[src/rtl/mem_arb_pkg.sv]
// Shared defaults and command record for the two-requester memory port arbiter.
package mem_arb_pkg;

    localparam int DEF_AW    = 6;
    localparam int DEF_DW    = 8;
    localparam int DEF_DEPTH = 4;

    typedef struct packed {
        logic [DEF_AW-1:0] addr;
        logic              wr;
        logic [DEF_DW-1:0] wdata;
    } mem_cmd_t;

endpackage

[src/rtl/cmd_fifo.sv]
// Synchronous command FIFO; head entry is visible on dout while not empty.
module cmd_fifo
    import mem_arb_pkg::*;
#(
    parameter type T     = mem_cmd_t,
    parameter int  DEPTH = DEF_DEPTH
) (
    input  logic clk,
    input  logic rst,
    input  logic push,
    input  T     din,
    input  logic pop,
    output T     dout,
    output logic full,
    output logic empty
);

    localparam int PW = $clog2(DEPTH);
    localparam logic [PW-1:0] PTR_ONE = 1;
    localparam logic [PW:0]   CNT_ONE = 1;
    localparam logic [PW:0]   CNT_MAX = DEPTH[PW:0];

    T               mem_reg [DEPTH];
    logic [PW-1:0]  wr_ptr_reg;
    logic [PW-1:0]  rd_ptr_reg;
    logic [PW:0]    count_reg;
    logic           push_ok;
    logic           pop_ok;

    // A full FIFO refuses pushes even when it is popped in the same cycle.
    assign push_ok = push && !full;
    assign pop_ok  = pop && !empty;

    always_ff @(posedge clk) begin
        if (rst) begin
            wr_ptr_reg <= '0;
            rd_ptr_reg <= '0;
            count_reg  <= '0;
        end else begin
            if (push_ok)
                wr_ptr_reg <= wr_ptr_reg + PTR_ONE;
            if (pop_ok)
                rd_ptr_reg <= rd_ptr_reg + PTR_ONE;
            if (push_ok && !pop_ok)
                count_reg <= count_reg + CNT_ONE;
            else if (pop_ok && !push_ok)
                count_reg <= count_reg - CNT_ONE;
        end
    end

    always_ff @(posedge clk) begin
        if (push_ok)
            mem_reg[wr_ptr_reg] <= din;
    end

    assign dout  = mem_reg[rd_ptr_reg];
    assign full  = (count_reg == CNT_MAX);
    assign empty = (count_reg == '0);

endmodule

[src/rtl/mem_port_arbiter.sv]
// Two-requester round-robin arbiter onto a single registered memory port,
// returning read data to the requester that issued the read.
module mem_port_arbiter
    import mem_arb_pkg::*;
#(
    parameter int AW    = DEF_AW,
    parameter int DW    = DEF_DW,
    parameter int DEPTH = DEF_DEPTH
) (
    input  logic          clk,
    input  logic          rst,
    input  logic          req0_valid,
    output logic          req0_ready,
    input  logic [AW-1:0] req0_addr,
    input  logic          req0_wr,
    input  logic [DW-1:0] req0_wdata,
    input  logic          req1_valid,
    output logic          req1_ready,
    input  logic [AW-1:0] req1_addr,
    input  logic          req1_wr,
    input  logic [DW-1:0] req1_wdata,
    output logic [AW-1:0] mem_addr,
    output logic          mem_wr,
    output logic          mem_en,
    output logic [DW-1:0] mem_wdata,
    input  logic [DW-1:0] mem_rdata,
    output logic          rsp_valid,
    output logic          rsp_id,
    output logic [DW-1:0] rsp_data
);

    typedef struct packed {
        logic [AW-1:0] addr;
        logic          wr;
        logic [DW-1:0] wdata;
    } cmd_t;

    cmd_t          push_cmd [2];
    cmd_t          head_cmd [2];
    logic [1:0]    push_valid;
    logic [1:0]    fifo_full;
    logic [1:0]    fifo_empty;
    logic [1:0]    fifo_pop;

    logic          grant_valid;
    logic          grant_id;
    cmd_t          grant_cmd;

    logic          rr_ptr_reg;
    logic          mem_en_reg;
    logic [AW-1:0] mem_addr_reg;
    logic          mem_wr_reg;
    logic [DW-1:0] mem_wdata_reg;
    logic          mem_id_reg;
    logic          rsp_valid_reg;
    logic          rsp_id_reg;

    assign push_cmd[0] = {req0_addr, req0_wr, req0_wdata};
    assign push_cmd[1] = {req1_addr, req1_wr, req1_wdata};
    assign push_valid  = {req1_valid, req0_valid};
    assign req0_ready  = !fifo_full[0];
    assign req1_ready  = !fifo_full[1];

    generate
        for (genvar gi = 0; gi < 2; gi++) begin : g_fifo
            cmd_fifo #(
                .T     (cmd_t),
                .DEPTH (DEPTH)
            ) u_fifo (
                .clk   (clk),
                .rst   (rst),
                .push  (push_valid[gi]),
                .din   (push_cmd[gi]),
                .pop   (fifo_pop[gi]),
                .dout  (head_cmd[gi]),
                .full  (fifo_full[gi]),
                .empty (fifo_empty[gi])
            );
        end
    endgenerate

    // rr_ptr only breaks ties; a lone non-empty FIFO is always served.
    always_comb begin
        grant_valid = 1'b0;
        grant_id    = 1'b0;
        if (!fifo_empty[0] && !fifo_empty[1]) begin
            grant_valid = 1'b1;
            grant_id    = rr_ptr_reg;
        end else if (!fifo_empty[0]) begin
            grant_valid = 1'b1;
            grant_id    = 1'b0;
        end else if (!fifo_empty[1]) begin
            grant_valid = 1'b1;
            grant_id    = 1'b1;
        end
    end

    assign fifo_pop  = grant_valid ? (grant_id ? 2'b10 : 2'b01) : 2'b00;
    assign grant_cmd = head_cmd[grant_id];

    always_ff @(posedge clk) begin
        if (rst) begin
            rr_ptr_reg    <= 1'b0;
            mem_en_reg    <= 1'b0;
            mem_addr_reg  <= '0;
            mem_wr_reg    <= 1'b0;
            mem_wdata_reg <= '0;
            mem_id_reg    <= 1'b0;
            rsp_valid_reg <= 1'b0;
            rsp_id_reg    <= 1'b0;
        end else begin
            // Read data arrives the cycle after issue, so the response trails mem_en by one.
            rsp_valid_reg <= mem_en_reg && !mem_wr_reg;
            if (mem_en_reg && !mem_wr_reg)
                rsp_id_reg <= mem_id_reg;
            if (grant_valid) begin
                mem_en_reg    <= 1'b1;
                mem_addr_reg  <= grant_cmd.addr;
                mem_wr_reg    <= grant_cmd.wr;
                mem_wdata_reg <= grant_cmd.wdata;
                mem_id_reg    <= grant_id;
                rr_ptr_reg    <= !grant_id;
            end else begin
                mem_en_reg    <= 1'b0;
            end
        end
    end

    assign mem_en    = mem_en_reg;
    assign mem_addr  = mem_addr_reg;
    assign mem_wr    = mem_wr_reg;
    assign mem_wdata = mem_wdata_reg;
    assign rsp_valid = rsp_valid_reg;
    assign rsp_id    = rsp_id_reg;
    assign rsp_data  = mem_rdata;

endmodule

[config.mk]
export PLATFORM = sky130hd
export DESIGN_NAME = mem_port_arbiter
export DESIGN_NICKNAME = d
export VERILOG_FILES = /design/src/rtl/mem_arb_pkg.sv /design/src/rtl/cmd_fifo.sv /design/src/rtl/mem_port_arbiter.sv
export SDC_FILE = /design/constraint.sdc
export NUM_CORES = 1
export LEC_CHECK = 0
export CAP_MARGIN = 20
export CORE_AREA = 2 2 142 116
export CTS_CLUSTER_SIZE = 20
export DETAILED_ROUTE_END_ITERATION = 8
export DIE_AREA = 0 0 144 118
export PLACE_DENSITY = 0.58
export SETUP_SLACK_MARGIN = 0.05
export SKIP_LAST_GASP = 1
export SYNTH_ARGS = -nofsm -noshare
export SYNTH_HDL_FRONTEND = slang
export SYNTH_SLANG_ARGS = --single-unit
export TNS_END_PERCENT = 10
[constraint.sdc]
create_clock -name clk -period 7.2 [get_ports clk]
set_input_delay 0.72 -clock clk [delete_from_list [all_inputs] [get_ports clk]]
set_output_delay 0.72 -clock clk [all_outputs]
set_load 0.03 [all_outputs]
# Word-level counts from Yosys, hierarchy flattened
# Memory sizes are Yosys's and may differ from the RTL's. A register that Yosys moved wholly into a read port is not among the register bits.
# Cells that the tools add are included.
# op_classes
n_lt_le_gt_ge	1
bitwise	1
n_eq_ne	2
reduce_logical	24
muxes	23
addsub	8
# ops
op	n
$mux 15	3
$mux 2	6
$mux 3	4
$logic_and 1x1->1	10
$logic_not 1->1	10
$mux 1	10
$add 2x1->2 const B	4
$add 3x1->3 const B	2
$eq 3x3->1 const B	2
$logic_not 3->1	2
$sub 3x1->3 const B	2
$reduce_bool 2->1	2
$ge 2x2->1 const B	1
$not 1->2	1
# totals
ramBits	120
mem_count	2
inputBits	42
regBits	34
out_inout_bits	28
wordCells	75
# memory_table
name	depth	word_bits	read_ports	rd_clocked_by_memory_dff	write_ports	line_no	text
g_fifo[0].u_fifo.mem_reg	4	15	1	1	1	cmd_fifo.sv:23	T mem_reg [DEPTH];
g_fifo[1].u_fifo.mem_reg	4	15	1	1	1	cmd_fifo.sv:23	

# Logic depth before layout (Yosys ltp)
# depth
depth_word	10
ltp_mapped	10
ltp_nobuf	9

# Modules after synthesis
# Synthesis repeated with hierarchy kept, for this count alone.
# unflattened
hier_cells	332
hier_area_um2	6147.1
# by_module_without_submodules
mod	seq_area_each_um2	area_each_um2	cells_each	instances
cmd_fifo	1981.9	2646.3	126	2
mem_port_arbiter	400.4	854.6	80	1

# Least setup slack after synthesis
# OpenSTA, ideal clock, no wires.
# synth_path
path_type	input port to flip-flop
from	in req0_valid
to	reg g_fifo[0].u_fifo.count_reg[2]
t_required_ns	7.129
path_buffers	0
setup_time_ns	0.071
path_slack_ns	4.806
stages	7
t_arrival_ns	2.323
cell_sequence	a21boi_1 > ha_1 > inv_1 > fa_1 > xor2_1 > or3_1 > a21oi_1
# synth_via
elab_chain_len	4
elab_cells_between_ends	6
classes_between	1 x mux; 5 x reduce/logical
# synth_rtl
element	line_no	text
start: declaration	mem_port_arbiter.sv:12	input logic req0_valid,
$logic_and 1x1->1 (*)	cmd_fifo.sv:31	assign push_ok = push && !full;
$logic_not 1->1	cmd_fifo.sv:46	else if (pop_ok && !push_ok)
$logic_and 1x1->1	cmd_fifo.sv:46	
$reduce_bool 2->1 (no source line)	n/a	
end signal: assignment	cmd_fifo.sv:45	count_reg <= count_reg + CNT_ONE;
end signal: assignment	cmd_fifo.sv:47	count_reg <= count_reg - CNT_ONE;
end: declaration	cmd_fifo.sv:26	logic [PW:0] count_reg;
# Every way passes the cells marked *; elsewhere a longest branch is shown, timed or not.
# A chain may end at the register's enable or synchronous reset.

# Final worst setup path
# layout_path
from	in req0_valid
to	reg g_fifo[0].u_fifo.count_reg[2]
# layout_via
elab_chain_len	4
elab_cells_between_ends	6
classes_between	1 x mux; 5 x reduce/logical
# layout_rtl
element	line_no	text
$logic_and 1x1->1 (*)	cmd_fifo.sv:31	
named net g_fifo[0].u_fifo.push_ok	cmd_fifo.sv:27	logic push_ok;
$logic_not 1->1	cmd_fifo.sv:46	
$logic_and 1x1->1	cmd_fifo.sv:46	
$reduce_bool 2->1 (no source line)	n/a	
# The timed path passes the listed nets; every way through them passes the cells marked *.

==> summary.txt <==
Setup TNS -> 0 ns
Fin Clk Skew -> 0.0117 ns
Setup crit end kind -> register
Fmax -> 373 MHz
GRT Total Usage -> 0.139
DIE WIDTH -> 144 um
Max-Cap Viols -> 0
Slowest-stage cell, CP -> a21boi_1
Detail-routed net length per standard cell -> 17.6 um
Largest net degree at the start of global routing -> 37
Lkg Pwr -> 2.55 nW
Die footprint -> 0.0170 mm2
Library cells used by synthesis -> 31
Global-route wire length before repair -> 16.9 mm
Max FO, Critical Path -> 7
Worst Path Required -> 7.55 ns
DP Cell Count -> 588
RSZ-0062 raised after global routing -> no
Worst min path class -> reg2reg
Vias per Instance -> 4.79
YS warnings -> 0
Share of cells above drive strength 1 -> 0.167
Post-synth EDFFs -> 120
Critical path type -> in2reg
Antenna diodes -> 0
Post-cts sizing count -> 0
Most common cell after layout, fill and taps aside -> edfxtp_1
CTS Root Buffer Type -> clkbuf_16
Number of buffers created by CTS -> 17
Placeable Area -> 0.0155 mm2
CTS H-Tree Depth -> 4
Bufs on Longest Clock Path -> 2
Total clock sinks -> 158
Final Hold Viols -> 0
Worst EP arrival -> 3.03 ns
DRC viols -> 0
Slowest stage delay, CP -> 0.52 ns
CTS hold repair buffers -> 0
Nets@finish -> 449
Buffers on Ports -> 53
Count of non-filler cells in the finished layout -> 623
Initial Util -> 0.393
Slew @ Worst Pin -> 0.866 ns
Placed cell areas -> 0.00679 mm2
Max transition margin -> 0.423
CP startpoint kind -> input port
Site Rows -> 41
Post-Syn Area per Cell -> 17.9 um2
Tcrit/Tclk final -> 0.372
Most frequent cells in the layout -> edfxtp_1 (120), clkdlybuf4s50_1 (53), dfxtp_1 (38)
Layout area overhead -> 21.7%
Post-DRT Antenna Nets -> 0
VDD IR max -> 0.208 mV
DRT Pass-1 Iters -> 4
Seq/Total Area, Yosys -> 0.714
Initial antenna violation count -> 0
Routed WL -> 10.9 mm
Number of synthesized register bits -> 158
Vias in the first global route -> 2969
Final Cell Area -> 0.00743 mm2
I/O pin total -> 70
Cell Area, Synth -> 0.00611 mm2
Postcts setup bufs -> 0
GR Overflow Total -> 0
# setup viols final -> 0
Max reg flops -> 120
DRT iter0 DRCs -> 228
Vias post-DR -> 2982
Cells after synthesis -> 341
Power Density -> 397 mW/mm2
DP HPWL -> 7.16 mm
Die Y-Extent -> 118 um
Result of the run -> complete, no violations
Worst-Skew Late Latency -> 0.42 ns
Clock-pin transition on the worst setup and hold timing paths -> 0.07 ns
Async set-reset flop share out of synthesis -> 0
CP Cell Sequence -> clkdlybuf4s50_1 -> a21boi_1 -> ha_1 -> inv_1 -> fa_1 -> xor2_1 -> or3_1 -> a21oi_1
GPL Wtd Cong -> 0.726
Period minus WS final -> 2.68 ns
Pins Over Slew Limit -> 0
CTS tree -> yes
Synth Flop Type -> edfxtp_1
Syn_nets -> 395
## critical path: cells and delay by family
| family | cells | cell delay [ns] |
|---|---|---|
| buffers and inverters | 2 | 0.51 |
| adders and majority gates | 2 | 0.68 |
| and+or+nand+nor | 1 | 0.30 |
| AOI/OAI and AO/OA | 2 | 0.65 |
| xor gates and xnor gates | 1 | 0.17 |
## per-layer routing
metal | part of all wire | global-route usage
met2 | 0.46 | 0.201
met3 | 0.038 | 0.0391
met4 | 0.016 | 0.0576
met1 | 0.48 | 0.197
met5 | 0 | 0
## cell usage after synthesis (all sizes together) (2+ instances only)
master | instances | area (um2)
a211oi | 16 | 120
a21boi | 2 | 15.0
a21oi | 3 | 15.0
and2 | 8 | 50.1
buf | 15 | 120
clkbuf | 8 | 30.0
dfxtp | 38 | 761
edfxtp | 120 | 3600
fa | 2 | 40.0
ha | 10 | 125
inv | 8 | 30.0
mux2i | 20 | 200
mux4 | 30 | 676
nand2 | 2 | 7.51
nor2 | 33 | 124
nor2b | 3 | 18.8
o21ai | 4 | 23.8
or3 | 4 | 30.0
xnor2 | 3 | 26.3
xor2 | 7 | 61.3
## worst paths after layout
| kind | depth (start not counted) | start | slack [ns] | end |
|---|---|---|---|---|
| worst min register to register | 2 | mem_id_reg | 0.47 | mem_id_reg |
| worst max-delay path | 8 | req0_valid | 4.52 | g_fifo[0].u_fifo.count_reg[2] |
| worst min-delay path | 2 | mem_id_reg | 0.47 | mem_id_reg |
| worst max register to register | 8 | g_fifo[1].u_fifo.count_reg[0] | 4.72 | g_fifo[1].u_fifo.count_reg[2] |
## area by class of cell
class                           instances  area [um2]
Fill cell                            1314        8110
Sequential cell                       158        4360
Multi-Input combinational cell        152        1560
Timing Repair Buffer                   58         623
Clock buffer                           18         429
Tap cell                              215         269
Clock inverter                         14         153
Inverter                                8        30.0
## per-stage QoR
step	worst slack, ns	utilization	total power (W)	hold WS, ns
global route	4.36	0.478	0.00311	0.486
CTS	4.29	0.474	0.00295	0.472
detailed placement	4.12	0.437	0.00208	0.462
finish	4.52	0.478	0.00295	0.471
floorplan	4.81	-	0.00184	0.434
global placement	4.18	0.435	0.00204	0.454
## kinds of logic (layout without fill, tap and decap cells)
family / after synthesis / in the layout / share of synthesized area
XOR/XNOR: 10 / 10 / 0.0143
flip-flops: 158 / 158 / 0.714
buffers and inverters: 31 / 98 / 0.0295
AO/OA/AOI/OAI: 27 / 27 / 0.0309
multiplexers: 50 / 50 / 0.143
adder cells (fa/ha/maj): 12 / 12 / 0.0270
AND/OR/NAND/NOR: 53 / 53 / 0.0404
## report_power, final
| group | internal [W] | switching (W) | total, W |
|---|---|---|---|
| Clock | 0.000489 | 0.000383 | 0.000872 |
| Sequential | 0.00113 | 0.000111 | 0.00124 |
| Combinational | 0.000407 | 0.000427 | 0.000835 |
| Total | 0.00203 | 0.000921 | 0.00295 |
Note: power is estimated with default switching activity, not from simulation.
